[src/rtl/softmax_row_scheduler.sv]
// Row scheduler for one softmax core: queues multi-row commands and walks
// each row through init/start/wait, reporting row, command and error events.
module softmax_row_scheduler #(
  parameter int unsigned ADDRSIZE   = 8,
  parameter int unsigned ROWCNT_W   = 8,
  parameter int unsigned FIFO_DEPTH = 4,
  parameter int unsigned TIMEOUT_W  = 16
) (
  input  logic                 clk,
  input  logic                 reset,
  input  logic                 abort,
  input  logic                 cmd_valid,
  output logic                 cmd_ready,
  input  logic [ADDRSIZE-1:0]  cmd_base,
  input  logic [ADDRSIZE-1:0]  cmd_len,
  input  logic [ADDRSIZE-1:0]  cmd_stride,
  input  logic [ROWCNT_W-1:0]  cmd_rows,
  input  logic [TIMEOUT_W-1:0] timeout_limit,
  output logic                 sm_init,
  output logic                 sm_start,
  output logic [ADDRSIZE-1:0]  sm_start_addr,
  output logic [ADDRSIZE-1:0]  sm_end_addr,
  input  logic                 sm_done,
  output logic                 busy,
  output logic                 row_done,
  output logic                 cmd_done,
  output logic                 err_timeout,
  output logic                 err_range
);

  localparam int unsigned PTR_W = $clog2(FIFO_DEPTH);
  localparam int unsigned CNT_W = PTR_W + 1;
  localparam int unsigned SUM_W = ADDRSIZE + ROWCNT_W + 2;

  typedef struct packed {
    logic [ADDRSIZE-1:0] base;
    logic [ADDRSIZE-1:0] len;
    logic [ADDRSIZE-1:0] stride;
    logic [ROWCNT_W-1:0] rows;
  } cmd_t;

  typedef enum logic [2:0] {S_IDLE, S_CHECK, S_INIT, S_START, S_WAIT, S_NEXT} state_t;

  state_t               r_state, w_state_nxt;
  cmd_t                 r_fifo [FIFO_DEPTH];
  cmd_t                 w_cmd_in;
  cmd_t                 r_cur;
  logic [PTR_W-1:0]     r_wr_ptr, r_rd_ptr;
  logic [CNT_W-1:0]     r_count;
  logic [ROWCNT_W-1:0]  r_row_idx;
  logic [ROWCNT_W-1:0]  w_rows_m1;
  logic [ADDRSIZE-1:0]  r_row_addr, r_start_addr, r_end_addr, w_row_addr_nxt;
  logic [TIMEOUT_W-1:0] r_wdog;
  logic                 r_done_q;
  logic [SUM_W-1:0]     w_extent;
  logic                 w_push, w_pop, w_full, w_empty, w_rise;
  logic                 w_zero, w_range_err, w_timeout, w_last;

  assign w_cmd_in    = {cmd_base, cmd_len, cmd_stride, cmd_rows};
  assign w_full      = (r_count == CNT_W'(FIFO_DEPTH));
  assign w_empty     = (r_count == '0);
  assign w_push      = cmd_valid & ~w_full & ~abort;
  assign w_pop       = (r_state == S_IDLE) & ~w_empty & ~abort;
  assign w_rise      = sm_done & ~r_done_q;
  assign w_rows_m1   = r_cur.rows - ROWCNT_W'(1);
  assign w_zero      = (r_cur.rows == '0) | (r_cur.len == '0);
  // Full-width extent so a large (rows-1)*stride cannot wrap into range
  assign w_extent    = SUM_W'(r_cur.base) + SUM_W'(w_rows_m1) * SUM_W'(r_cur.stride)
                     + SUM_W'(r_cur.len);
  assign w_range_err = (w_extent > SUM_W'({ADDRSIZE{1'b1}}));
  assign w_timeout   = (timeout_limit != '0) & (r_wdog == timeout_limit);
  assign w_last      = (r_row_idx == w_rows_m1);
  assign w_row_addr_nxt = (r_state == S_NEXT) ? r_row_addr + r_cur.stride : r_row_addr;

  // Next-state and Moore output decode
  always_comb begin
    w_state_nxt = r_state;
    sm_init     = 1'b0;
    sm_start    = 1'b0;
    row_done    = 1'b0;
    cmd_done    = 1'b0;
    err_range   = 1'b0;
    err_timeout = 1'b0;
    case (r_state)
      S_IDLE:  if (!w_empty) w_state_nxt = S_CHECK;
      S_CHECK: begin
        if (w_zero || w_range_err) begin
          w_state_nxt = S_IDLE;
          cmd_done    = 1'b1;
          err_range   = ~w_zero;
        end else begin
          w_state_nxt = S_INIT;
        end
      end
      S_INIT: begin
        sm_init     = 1'b1;
        w_state_nxt = S_START;
      end
      S_START: begin
        sm_start    = 1'b1;
        w_state_nxt = S_WAIT;
      end
      S_WAIT: begin
        if (w_rise) begin
          w_state_nxt = S_NEXT;
        end else if (w_timeout) begin
          w_state_nxt = S_IDLE;
          err_timeout = 1'b1;
          cmd_done    = 1'b1;
        end
      end
      S_NEXT: begin
        row_done    = 1'b1;
        cmd_done    = w_last;
        w_state_nxt = w_last ? S_IDLE : S_INIT;
      end
      default: w_state_nxt = S_IDLE;
    endcase
    if (abort) begin
      w_state_nxt = S_IDLE;
      row_done    = 1'b0;
      cmd_done    = 1'b0;
      err_range   = 1'b0;
      err_timeout = 1'b0;
    end
  end

  assign cmd_ready     = ~w_full;
  assign busy          = (r_state != S_IDLE) | ~w_empty;
  assign sm_start_addr = r_start_addr;
  assign sm_end_addr   = r_end_addr;

  always_ff @(posedge clk) begin
    if (w_push) r_fifo[r_wr_ptr] <= w_cmd_in;
  end

  always_ff @(posedge clk or posedge reset) begin
    if (reset) begin
      r_state      <= S_IDLE;
      r_wr_ptr     <= '0;
      r_rd_ptr     <= '0;
      r_count      <= '0;
      r_cur        <= '0;
      r_row_idx    <= '0;
      r_row_addr   <= '0;
      r_start_addr <= '0;
      r_end_addr   <= '0;
      r_wdog       <= '0;
      r_done_q     <= 1'b0;
    end else begin
      r_state  <= w_state_nxt;
      r_done_q <= sm_done;
      if (abort) begin
        r_wr_ptr <= '0;
        r_rd_ptr <= '0;
        r_count  <= '0;
      end else begin
        if (w_push) r_wr_ptr <= r_wr_ptr + PTR_W'(1);
        if (w_pop)  r_rd_ptr <= r_rd_ptr + PTR_W'(1);
        case ({w_push, w_pop})
          2'b10:   r_count <= r_count + CNT_W'(1);
          2'b01:   r_count <= r_count - CNT_W'(1);
          default: r_count <= r_count;
        endcase
      end
      if (w_pop) begin
        r_cur      <= r_fifo[r_rd_ptr];
        r_row_idx  <= '0;
        r_row_addr <= r_fifo[r_rd_ptr].base;
      end else if (r_state == S_NEXT) begin
        r_row_idx  <= r_row_idx + ROWCNT_W'(1);
        r_row_addr <= w_row_addr_nxt;
      end
      if (r_state == S_START) begin
        r_wdog <= '0;
      end else if (r_state == S_WAIT && !w_rise) begin
        r_wdog <= r_wdog + TIMEOUT_W'(1);
      end
      // Addresses are loaded on INIT entry so the core sees them during INIT
      if (w_state_nxt == S_INIT) begin
        r_start_addr <= w_row_addr_nxt;
        r_end_addr   <= w_row_addr_nxt + r_cur.len;
      end
    end
  end

endmodule

[config.mk]
export PLATFORM = sky130hd
export DESIGN_NAME = softmax_row_scheduler
export DESIGN_NICKNAME = d
export VERILOG_FILES = /design/src/rtl/softmax_row_scheduler.sv
export SDC_FILE = /design/constraint.sdc
export NUM_CORES = 1
export LEC_CHECK = 0
export CELL_PAD_IN_SITES_DETAIL_PLACEMENT = 1
export CELL_PAD_IN_SITES_GLOBAL_PLACEMENT = 1
export CORE_ASPECT_RATIO = 0.6
export CORE_MARGIN = 1
export CORE_UTILIZATION = 45
export CTS_CLUSTER_DIAMETER = 150
export CTS_CLUSTER_SIZE = 40
export DETAILED_ROUTE_END_ITERATION = 8
export GPL_ROUTABILITY_DRIVEN = 1
export PLACE_DENSITY_LB_ADDON = 0.08
export SETUP_SLACK_MARGIN = 0.02
export SLEW_MARGIN = 20
export SYNTH_ARGS = -nofsm -noshare
export SYNTH_HDL_FRONTEND = slang
export SYNTH_SLANG_ARGS = --single-unit
[constraint.sdc]
create_clock -name clk -period 14.4 [get_ports clk]
set_input_delay 2.88 -clock clk [delete_from_list [all_inputs] [get_ports clk]]
set_output_delay 2.88 -clock clk [all_outputs]
set_load 0.005 [all_outputs]
-- Word-level counts from Yosys, hierarchy flattened
Memory sizes are Yosys's and may differ from the RTL's.
Index checks and enable logic that the tools add are counted.
- bits in registers: 91
- memory bits (writable): 128
- logic and storage cells: 102
- memories kept: 1
- add/sub/neg operators: 11
- multipliers: 1
- magnitude comparators: 1
- equality and inequality tests: 11
- mux-type cells: 36
- bitwise logic cells: 13
- reduce and logical (&&, ||, !) cells: 14
- memories (memory ; words ; width ; read ports ; clocked after Yosys merged registers in ; write ports ; line ; source):
    r_fifo ; 4 ; 32 ; 1 ; 0 ; 1 ; 45 ; cmd_t r_fifo [FIFO_DEPTH];
- operators by type and width (cell ; count):
    8-bit two-way mux ; 5
    16-bit two-way mux ; 2
    17-bit by 8-bit adder with 18-bit output ; 1
    18-bit by 8-bit greater-than comparator with 1-bit output, second input constant ; 1
    3-bit one-hot mux with 6 select lines ; 1
    8-bit by 16-bit adder with 17-bit output ; 1
    16-bit by 1-bit adder with 16-bit output, second input constant ; 1
    8-bit adder ; 2
    16-bit equality test ; 1
    8-bit logical NOT ; 2
    8-bit by 8-bit multiplier with 16-bit output ; 1
    16-bit nonzero test ; 1
    1-bit two-way mux ; 15
    3-bit two-way mux ; 5
    2-bit two-way mux ; 6
    3-bit by 2-bit equality test with 1-bit output, second input constant ; 3
    3-bit equality test, second input constant ; 3
    8-bit by 1-bit adder with 8-bit output, second input constant ; 1
    8-bit equality test ; 1
    2-bit nonzero test ; 4
    8-bit by 1-bit subtractor with 8-bit output, second input constant ; 1
    1-bit bitwise AND ; 6
    3-bit logical NOT ; 2
    3-bit one-hot mux with 2 select lines ; 1
    other kinds (13) ; 20

-- Longest topological paths before layout
- depth in word-level cells: 10
- depth in mapped cells: 26

-- Least setup slack after synthesis
OpenSTA, ideal clock, no wires.
- path type: reg-to-output
- start point: register, netlist name r_cur[0]
- end point: output port cmd_done
- data arrival time: 6.213 ns
- slack: 5.307 ns
- stages on the path, launching flop included: 24
- buffers on the path: 1
- cell sequence: dfrtp_1 buf_2 inv_1 ha_1 or3b_2 xnor2_1 nand2_1 fa_1 inv_1 fa_1 fa_1 fa_1 inv_1 fa_1 inv_1 ha_1 a211oi_1 o21bai_1 a311o_1 a21oi_2 mux2_1 nand4_2 nor2_1 a31oi_1
- longest elaborated chain between the ends: 9
- elaborated cells on any way between the ends: 12
- RTL lines (item ; line ; source):
    8-bit by 1-bit subtractor with 8-bit output ; 65 ; assign w_rows_m1 = r_cur.rows - ROWCNT_W'(1);
    8-bit by 8-bit multiplier with 16-bit output ; 68 ; assign w_extent = SUM_W'(r_cur.base) + SUM_W'(w_rows_m1) * SUM_W'(r_cur.stride)
    8-bit by 16-bit adder with 17-bit output ; 68 ;
    17-bit by 8-bit adder with 18-bit output ; 69 ; + SUM_W'(r_cur.len);
    18-bit by 8-bit greater-than comparator with 1-bit output ; 70 ; assign w_range_err = (w_extent > SUM_W'({ADDRSIZE{1'b1}}));
    1-bit logical OR ; 87 ; if (w_zero || w_range_err) begin
    1-bit two-way mux ; 87 ;
    1-bit one-hot mux with 3 select lines * ; 84 ; case (r_state)
    1-bit two-way mux * ; 119 ; if (abort) begin
    end: declaration ; 26 ; output logic cmd_done,
Every way passes the cells marked *; elsewhere a longest branch is shown, timed or not.

-- Worst setup path after layout
- start point: register, netlist name r_cur[0]
- end point: output port cmd_done
- longest elaborated chain between the ends: 9
- elaborated cells on any way between the ends: 12
- RTL lines (item ; line):
    8-bit by 1-bit subtractor with 8-bit output ; 65
    8-bit by 8-bit multiplier with 16-bit output ; 68
    8-bit by 16-bit adder with 17-bit output ; 68
    17-bit by 8-bit adder with 18-bit output ; 69
    18-bit by 8-bit greater-than comparator with 1-bit output ; 70
    1-bit logical OR ; 87
    1-bit two-way mux ; 87
    1-bit one-hot mux with 3 select lines * ; 84
    1-bit two-way mux * ; 119
Marks and branches as above.

==> flow_summary.yaml <==
clock_network:
  cts_sinks: 219
  htree_levels: 1
  numCtsBuffers: 9
  root_buffer: "clkbuf_16"
  cts_setup_buffers: 0
  path_clk_slew_ns: 0.15
  clock_latency_ns: 0.51
  cts_tree: "built"
  ctsHoldBuffers: 0
  post_cts_resized: 0
  clockBufferDepth: 3
floorplanning:
  dieArea_mm2: 0.0289
  core_mm2: 0.0276
  io_pins: 77
  rows: 47
  initial_core_util_pct: 45.8
  die_h_um: 132
  die_w_um: 219
timing:
  finalClockSkew_ns: 0.0392
  slew_violations: 0
  fin_tns_setup_ns: 0
  rsz0062_at_grt: "no"
  finalHoldViolCount: 0
  setup_viol: 0
  fmax_mhz: 92.7
  slew-limit-headroom_pct: 27.6
  tightest_slew_ns: 1.09
  fin_crit_sh_pct: 74.9
  post-route-min-period_ns: 10.79
status:
  outcome: "complete, no violations"
setup_path:
  cpPeakStageDelay_ns: 0.56
  critPathSlowestCell: "xnor2_1"
  path_class: "flop to primary output"
  arrival_ns: 7.91
  critPathLaunchType: "flop"
  setup.worst_path.end_class: "primary output"
  cp_common_cell: "inv_1"
  worst-path-buf-inv: 7
  cp.required_ns: 11.52
  crit_family: "adder cells"
  crit_path_max_fanout: 11
drt:
  drtPass1Iterations: 5
  wl_mm: 31.8
  via_count: 8106
  avgRoutedWirePerCell_um: 21.6
  ant_nets: 0
  drtIter0Drc: 546
  drcViolationCount: 0
  routed_via_density: 5.51
hold_path:
  hold_path_class: "flop to flop"
cells_and_area:
  mostFrequentLayoutCells: "nand2_1 (133), edfxtp_1 (128), dfrtp_1 (90)"
  mostFrequentLayoutCell: "nand2_1"
  fin_util_pct: 51.0
  syn2layout_area_growth_pct: 11.2
  stdcell_area_mm2: 0.0141
  drive_above_1_share_pct: 8.15
  layout.nets: 1284
  nFillCells: 2882
global_routing:
  grt_util_all_layers_pct: 23.1
  antenna_found_initial: 0
  grt_pass1_vias: 8717
  grt.overflow.total: 0
  grt_pass1_wl_mm: 50.8
  grt_max_degree: 53
yosys:
  async_flop_share_pct: 41.6
  ys_ff_latch: 219
  synth_cell_types: 67
  syn-cell-area_mm2: 0.0127
  synth_seq_area_share_pct: 48.3
  synth_edf_count: 128
  syn-num-nets: 1221
  syn-instance-count: 1039
  yosysWarningCount: 0
  ys.flop_type: "edfxtp_1"
  avgSynthCellArea_um2: 12.2
placed_design:
  dp.final_hpwl_mm: 24.0
  dpl_cell_area_mm2: 0.0138
  io_buffer_count: 76
  gp_congestion: 0.853
flow_run:
  cap_violations: 0
[flip-flops by register name, summed over array words and instances (netlist names), 3 cells and up]
name,cells
r_row_idx,8
r_count,3
r_row_addr,8
sm_end_addr,8
r_cur,32
r_wdog,16
r_state,3
r_fifo,128
sm_start_addr,8
[cells in the mapped netlist, types with 3 or more instances]
master	number	area, um2
nand2_1	133	499
edfxtp_1	128	3840
dfrtp_1	91	2280
inv_1	85	319
ha_1	76	951
nor2_1	55	206
fa_1	53	1060
and2_1	38	238
xnor2_1	33	289
xor2_1	33	289
mux4_2	32	721
a21oi_1	31	155
clkbuf_1	27	101
o21ai_0	26	130
nor2b_1	17	106
nand3_1	16	80.1
a21o_1	13	97.6
nand4_1	11	68.8
nor3_1	11	55.1
nor4_1	11	68.8
mux2_4	9	135
or3_1	8	50.1
and3_1	6	37.5
mux2_2	6	67.6
mux2i_1	6	60.1
nand2b_1	6	37.5
o21a_1	6	45.0
o21bai_1	6	45.0
a211oi_1	5	37.5
a21oi_2	4	35.0
a311o_1	4	40.0
buf_1	4	15.0
nor3b_1	3	22.5
o211ai_1	3	22.5
[routing by layer]
metal	global-route usage (%)	wire, um
met5	0	0
met4	2.80	282
met3	3.37	1660
met2	34.2	13600
met1	36.7	16300
[kinds of logic after synthesis]
kind of cell	synth area share [%]
simple gates	12.8
flops	48.3
fa+ha+maj	15.9
buf+inv	3.84
compound gates	6.24
xor+xnor	5.11
mux	7.85
[through the flow]
stage / setup WS (ns) / hold slack, ns / instances
after floorplan: 5.31 / 0.449 / 1039
after global placement: 4.38 / 0.467 / 1458
after detailed placement: 4.19 / 0.472 / 1458
after CTS: 3.58 / 0.508 / 1471
after global routing: 3.13 / 0.551 / 1471
final: 3.61 / 0.507 / 1472
[area by class of cell]
cell class	instances	area, um2	area share [%]
Antenna cell	1	2.50	0.0178
Clock buffer	12	236	1.68
Clock inverter	1	30.0	0.213
Inverter	85	322	2.28
Multi-Input combinational cell	699	6070	43.1
Sequential cell	219	6120	43.4
Tap cell	367	459	3.26
Timing Repair Buffer	88	851	6.04
[worst paths after layout]
kind | start | depth (start not counted) | slack (ns) | to
min reg2reg | r_cur[28]$_DFFE_PP0P_ | 1 | 0.51 | r_cur[28]$_DFFE_PP0P_
max in group asynchronous | reset | 3 | 10.49 | r_cur[2]$_DFFE_PP0P_
min | r_cur[28]$_DFFE_PP0P_ | 1 | 0.51 | r_cur[28]$_DFFE_PP0P_
max | r_cur[0]$_DFFE_PP0P_ | 25 | 3.61 | cmd_done
max reg2reg | r_cur[0]$_DFFE_PP0P_ | 24 | 6.37 | sm_start_addr[1]$_DFFE_PP0N_
min in group asynchronous | reset | 2 | 2.76 | r_wdog[15]$_DFFE_PP0P_
Power is not shown: default switching activity piles up to over one toggle a cycle in this logic, so the estimate is an artifact.
